[config.mk]
export PLATFORM = sky130hd
export DESIGN_NAME = spi_shader_loader
export DESIGN_NICKNAME = d
export VERILOG_FILES = /design/src/rtl/spi_shader_loader.sv
export SDC_FILE = /design/constraint.sdc
export NUM_CORES = 1
export LEC_CHECK = 0
export ABC_AREA = 0
export CAP_MARGIN = 20
export CORE_MARGIN = 3
export CORE_UTILIZATION = 53
export CTS_CLUSTER_SIZE = 10
export DETAILED_ROUTE_END_ITERATION = 7
export PLACE_DENSITY_LB_ADDON = 0.15
export SLEW_MARGIN = 30
export SYNTH_ARGS = -nofsm -noshare
export SYNTH_HDL_FRONTEND = slang
export SYNTH_SLANG_ARGS = --single-unit
[constraint.sdc]
create_clock -name clk_i -period 2.4 [get_ports clk_i]
set_input_delay 0.48 -clock clk_i [delete_from_list [all_inputs] [get_ports clk_i]]
set_output_delay 0.48 -clock clk_i [all_outputs]
set_load 0.03 [all_outputs]
[src/rtl/spi_shader_loader.sv]
// SPI master (CPOL=0, CPHA=1, MSB first) that streams command/data bytes to the shader.
// CS stays low across a burst; a byte flagged last closes CS and inserts a CS-high gap.
module spi_shader_loader #(
  parameter int unsigned CLK_DIV = 2
) (
  input  logic       clk_i,
  input  logic       rst_i,
  input  logic [7:0] tx_data_i,
  input  logic       tx_mode_i,
  input  logic       tx_last_i,
  input  logic       tx_valid_i,
  output logic       tx_ready_o,
  output logic [7:0] rx_data_o,
  output logic       rx_valid_o,
  output logic       busy_o,
  output logic       spi_sclk_o,
  output logic       spi_mosi_o,
  input  logic       spi_miso_i,
  output logic       spi_cs_o,
  output logic       mode_o
);

  localparam int unsigned   CW      = $clog2(CLK_DIV + 1);
  localparam logic [CW-1:0] CNT_END = CW'(CLK_DIV - 1);
  localparam logic [CW-1:0] CNT_PRE = CW'((CLK_DIV > 1) ? CLK_DIV - 2 : 0);
  localparam bit            DIV1    = (CLK_DIV == 1);

  typedef enum logic [2:0] {IDLE, SETUP, HIGH, LOW, WAIT, HOLD, GAP} state_t;

  state_t          state_q, state_d;
  logic [CW-1:0]   cnt_q, cnt_d;
  logic [2:0]      bit_q, bit_d, bit_dec;
  logic [7:0]      data_q, data_d;
  logic            last_q, last_d;
  logic [7:0]      rx_sh_q, rx_sh_d;
  logic            pend_q, pend_d;
  logic            tx_ready_d, rx_valid_d, busy_d, sclk_d, mosi_d, cs_d, mode_d;
  logic [7:0]      rx_data_d;
  logic            accept;

  assign accept = tx_valid_i && tx_ready_o;

  // State and output registers
  always_ff @(posedge clk_i) begin
    if (rst_i) begin
      state_q    <= IDLE;
      cnt_q      <= '0;
      bit_q      <= '0;
      data_q     <= '0;
      last_q     <= 1'b0;
      rx_sh_q    <= '0;
      pend_q     <= 1'b0;
      tx_ready_o <= 1'b0;
      rx_data_o  <= '0;
      rx_valid_o <= 1'b0;
      busy_o     <= 1'b0;
      spi_sclk_o <= 1'b0;
      spi_mosi_o <= 1'b0;
      spi_cs_o   <= 1'b1;
      mode_o     <= 1'b0;
    end else begin
      state_q    <= state_d;
      cnt_q      <= cnt_d;
      bit_q      <= bit_d;
      data_q     <= data_d;
      last_q     <= last_d;
      rx_sh_q    <= rx_sh_d;
      pend_q     <= pend_d;
      tx_ready_o <= tx_ready_d;
      rx_data_o  <= rx_data_d;
      rx_valid_o <= rx_valid_d;
      busy_o     <= busy_d;
      spi_sclk_o <= sclk_d;
      spi_mosi_o <= mosi_d;
      spi_cs_o   <= cs_d;
      mode_o     <= mode_d;
    end
  end

  // Next-state and next-output logic
  always_comb begin
    state_d    = state_q;
    cnt_d      = cnt_q;
    bit_d      = bit_q;
    bit_dec    = bit_q - 3'd1;
    data_d     = data_q;
    last_d     = last_q;
    rx_sh_d    = rx_sh_q;
    pend_d     = pend_q;
    rx_data_d  = rx_data_o;
    rx_valid_d = 1'b0;
    sclk_d     = spi_sclk_o;
    mosi_d     = spi_mosi_o;
    cs_d       = spi_cs_o;
    mode_d     = mode_o;

    case (state_q)
      IDLE: begin
        if (accept) begin
          data_d  = tx_data_i;
          last_d  = tx_last_i;
          mode_d  = tx_mode_i;
          bit_d   = bit_dec;
          cs_d    = 1'b0;
          cnt_d   = '0;
          state_d = SETUP;
        end
      end
      SETUP: begin
        if (cnt_q == CNT_END) begin
          cnt_d   = '0;
          sclk_d  = 1'b1;
          mosi_d  = data_q[bit_q];
          state_d = HIGH;
        end else begin
          cnt_d = cnt_q + CW'(1);
        end
      end
      HIGH: begin
        if (cnt_q == CNT_END) begin
          cnt_d   = '0;
          sclk_d  = 1'b0;
          rx_sh_d = {rx_sh_q[6:0], spi_miso_i};
          if (DIV1 && bit_q == 3'd0 && !last_q) begin
            pend_d  = 1'b1;
            state_d = WAIT;
          end else begin
            state_d = LOW;
          end
        end else begin
          cnt_d = cnt_q + CW'(1);
        end
      end
      LOW: begin
        // Final LOW cycle of a non-last byte is spent in WAIT so the next byte can follow gaplessly
        if (!DIV1 && bit_q == 3'd0 && !last_q && cnt_q == CNT_PRE) begin
          cnt_d   = '0;
          pend_d  = 1'b1;
          state_d = WAIT;
        end else if (cnt_q == CNT_END) begin
          cnt_d = '0;
          if (bit_q == 3'd0) begin
            rx_valid_d = 1'b1;
            rx_data_d  = rx_sh_q;
            state_d    = HOLD;
          end else begin
            bit_d   = bit_dec;
            sclk_d  = 1'b1;
            mosi_d  = data_q[bit_dec];
            state_d = HIGH;
          end
        end else begin
          cnt_d = cnt_q + CW'(1);
        end
      end
      WAIT: begin
        if (pend_q) begin
          pend_d     = 1'b0;
          rx_valid_d = 1'b1;
          rx_data_d  = rx_sh_q;
        end
        if (accept) begin
          data_d  = tx_data_i;
          last_d  = tx_last_i;
          mode_d  = tx_mode_i;
          bit_d   = bit_dec;
          cnt_d   = '0;
          sclk_d  = 1'b1;
          mosi_d  = tx_data_i[bit_dec];
          state_d = HIGH;
        end
      end
      HOLD: begin
        if (cnt_q == CNT_END) begin
          cnt_d   = '0;
          cs_d    = 1'b1;
          state_d = GAP;
        end else begin
          cnt_d = cnt_q + CW'(1);
        end
      end
      GAP: begin
        if (cnt_q == CNT_END) begin
          cnt_d   = '0;
          state_d = IDLE;
        end else begin
          cnt_d = cnt_q + CW'(1);
        end
      end
      default: state_d = IDLE;
    endcase

    tx_ready_d = (state_d == IDLE) || (state_d == WAIT);
    busy_d     = (state_d != IDLE);
  end

endmodule

==> results.sh <==
export IMPL_cp_arrival_ns=2.42
export IMPL_yosys_area_top_type="dfxtp_1"
export IMPL_critPathKind="reg -> reg"
export IMPL_r2r_start="bit_q[0]"
export IMPL_core_sq_um=3420
export IMPL_critPathMaxStageDelay_ns=0.51
export IMPL_io_pins=29
export IMPL_setup_viol=0
export IMPL_vias=1579
export IMPL_worstRegToRegCells=7
export IMPL_yosys_warnings=0
export IMPL_drtIter0Drc=151
export IMPL_wl_per_cell_um=14.3
export IMPL_p_per_area_nw_per_um2=699
export IMPL_netlist_area_leader_share=0.428
export IMPL_grt_pass1_vias=1533
export IMPL_post_cts_buffers=0
export IMPL_grt_max_degree=29
export IMPL_post_dp_hpwl_um=3010
export IMPL_layout_drive_gt1_share=0.0840
export IMPL_area_delta_synth_final_pct=21.9
export IMPL_grt_ovfl_total=0
export IMPL_synthesis_instances=213
export IMPL_fin_crit_sh=0.908
export IMPL_ir_drop_mv=0.513
export IMPL_synth_enable_flop_cells=0
export IMPL_insertion_delay_ns=0.35
export IMPL_synth_most_common_cell="dfxtp_1"
export IMPL_ys_flop_type="dfxtp_1"
export IMPL_hold_violations=0
export IMPL_fin_skew_ns=0.00444
export IMPL_fin_setup_tns_ns=0
export IMPL_antenna_found_initial=0
export IMPL_place_gp_congestion=1.05
export IMPL_crit_required_ns=2.64
export IMPL_first_pass_iters=4
export IMPL_synth_seq_area_share=0.428
export IMPL_grt_pass1_wl_um=7160
export IMPL_clock_sinks=41
export IMPL_reg2reg_to="spi_mosi_o"
export IMPL_final_nets=253
export IMPL_start_kind="flop"
export IMPL_hold_path_class="reg -> reg"
export IMPL_max_slew_margin=0.647
export IMPL_dieArea_sq_um=4370
export IMPL_dpl_instance_area_sq_um=2220
export IMPL_cp_max_fo=12
export IMPL_mappedNetlistArea_sq_um=1920
export IMPL_report_final_slew_viol_count=0
export IMPL_ant_nets=0
export IMPL_cts_buffer_depth=2
export IMPL_crit_path_end_kind="flop"
export IMPL_synth_nets=229
export IMPL_io_buffers=28
export IMPL_antenna_cells=0
export IMPL_yosys_top_cells_area="dfxtp_1, mux2i_1, nor2_1, nand2_1, a21oi_1"
export IMPL_grt_setup_unrepaired="false"
export IMPL_status="finished clean"
export IMPL_postLayoutCoreUtil=0.684
export IMPL_slowest_stage="ha_2"
export IMPL_grtUsageTotal=0.214
export IMPL_wl_um=4070
export IMPL_clk_pin_slew_ns=0.12
export IMPL_p_leak_nw=0.954
export IMPL_syn_area_per_cell_sq_um=8.99
export IMPL_cts_tree="built"
export IMPL_initial_utilization=0.561
export IMPL_synth_cell_type_count=41
export IMPL_die_x_um=66.1
export IMPL_crit_chain="inv_1 > ha_2 > nor2b_1 > a2111oi_0 > a31oi_1 > a31oi_1 > a311oi_1"
export IMPL_final_area_sq_um=2330
export IMPL_worst_pin_slew_ns=0.527
export IMPL_numCtsBuffers=5
export IMPL_max_freq_mhz=459
export IMPL_drcViolationCount=0
export IMPL_r2r_setup_slack_ns=0.22
export IMPL_hp_start="mode_o"
export IMPL_synth_common_cells="dfxtp_1, nor2_1, nand2_1, mux2i_1, a21oi_1"
export IMPL_h_tree_depth=2
export IMPL_die_y_um=66.1
export IMPL_fin_crit_ns=2.18
export IMPL_maxCapViolations=0
export IMPL_cts_root_buf="clkbuf_4"
export IMPL_hold_end="mode_o"
export IMPL_yosys_register_bits=41
export IMPL_critPathMostFrequentCell="a31oi_1"
export IMPL_synthArstFlopShare=0
export IMPL_hold_depth=2
export IMPL_rows=21
export IMPL_vias_per_cell=5.56
==> flip-flops by register name, indices dropped and copies added (netlist names), 2 cells and up <==
name	count
bit_q	3
cnt_q	2
data_q	8
rx_data_o	8
rx_sh_q	8
state_q	3
==> layout make-up <==
class,instances,area [sq um]
fill,277,1080
multi-input combinational,154,1020
sequential,41,821
timing repair buffer,32,323
clock inverter,3,68.8
tap,46,57.6
clock buffer,5,37.5
inverter,3,11.3
==> power by group <==
part | leakage (nW) | internal [W] | total (W) | switching [W]
combinational | 0.566 | 0.000147 | 0.000319 | 0.000172
clock | 0.0558 | 0.000328 | 0.000563 | 0.000235
sequential | 0.332 | 0.000711 | 0.000751 | 0.0000402
==> per-layer routing <==
| metal | wire length, um | GRT usage | share of wire | vias to the layer above |
|---|---|---|---|---|
| li1 | - | - | - | 795 |
| met1 | 1910 | 0.278 | 0.47 | 744 |
| met2 | 1930 | 0.340 | 0.47 | 29 |
| met3 | 143 | 0.0476 | 0.035 | 11 |
| met4 | 93 | 0.0914 | 0.023 | 0 |
| met5 | 0 | 0 | 0 | - |
==> placed cells by master (no fill, tap or decap), drive strengths merged <==
master         Yosys  layout
o211ai             1       1
clkdlybuf4s50      0      28
dfxtp             41      41
o41a               1       1
bufinv             0       2
mux2i             22      22
a21oi             15      15
a311oi             1       1
buf                8       4
a22oi              1       1
nand3b             1       1
a32oi              1       1
nor4               2       2
nand4              1       1
nand3              2       2
nor2              31      31
a31oi              6       6
xnor2              3       3
a2bb2oi            1       1
and3b              2       2
a211oi             2       2
ha                 2       2
a2111oi            5       5
and4bb             1       1
nor2b              7       7
clkbuf             7       5
nand4bb            1       1
mux4               2       2
o21ai              3       3
o21bai             2       2
xor2               1       1
a21o               1       1
nand2b             4       4
nor4bb             1       1
nor3               3       3
inv                3       4
nor3b              2       2
nand2             26      26
==> timing repair <==
item	in CTS	in global routing
endpoints found under the setup margin	0	1
hold buffers	0	0
resized for setup	0	2
==> cell families (layout without fill, tap and decap cells) <==
| group | after synthesis | after routing | synth area share |
|---|---|---|---|
| compound gates | 40 | 40 | 0.143 |
| xor+xnor | 4 | 4 | 0.0183 |
| fa+ha+maj | 2 | 2 | 0.0131 |
| buf+inv | 18 | 43 | 0.0431 |
| flops | 41 | 41 | 0.428 |
| mux | 24 | 24 | 0.138 |
| simple gates | 84 | 84 | 0.216 |
==> critical path, delay by kind of cell, from the launching register on <==
kind                     cells  cell delay [ns]
buffers and inverters        1             0.17
AND/OR/NAND/NOR              1             0.08
adder cells (fa/ha/maj)      1             0.51
AO/OA/AOI/OAI                4             0.83
flip-flops                   1             0.48
==> worst max-delay path by stage <==
stage	start	to	cells past startpoint
after floorplan	bit_q[0]	spi_mosi_o	7
after global placement	bit_q[0]	spi_mosi_o	7
after detailed placement	bit_q[0]	spi_mosi_o	7
after CTS	bit_q[0]	spi_mosi_o	7
after global routing	bit_q[0]	spi_mosi_o	7
final	bit_q[0]	spi_mosi_o	7
==> metrics by stage <==
step                      instances  setup slack (ns)  total power, W  hold slack (ns)
after floorplan                 213             0.540        0.000987            0.442
after global placement          276             0.386         0.00106            0.445
after detailed placement        276             0.138         0.00108            0.462
after CTS                       284             0.118         0.00163            0.480
after global routing            284            0.0104         0.00170            0.517
final                           284             0.221         0.00163            0.474
No activity file was read; power rests on OpenSTA's default activity.
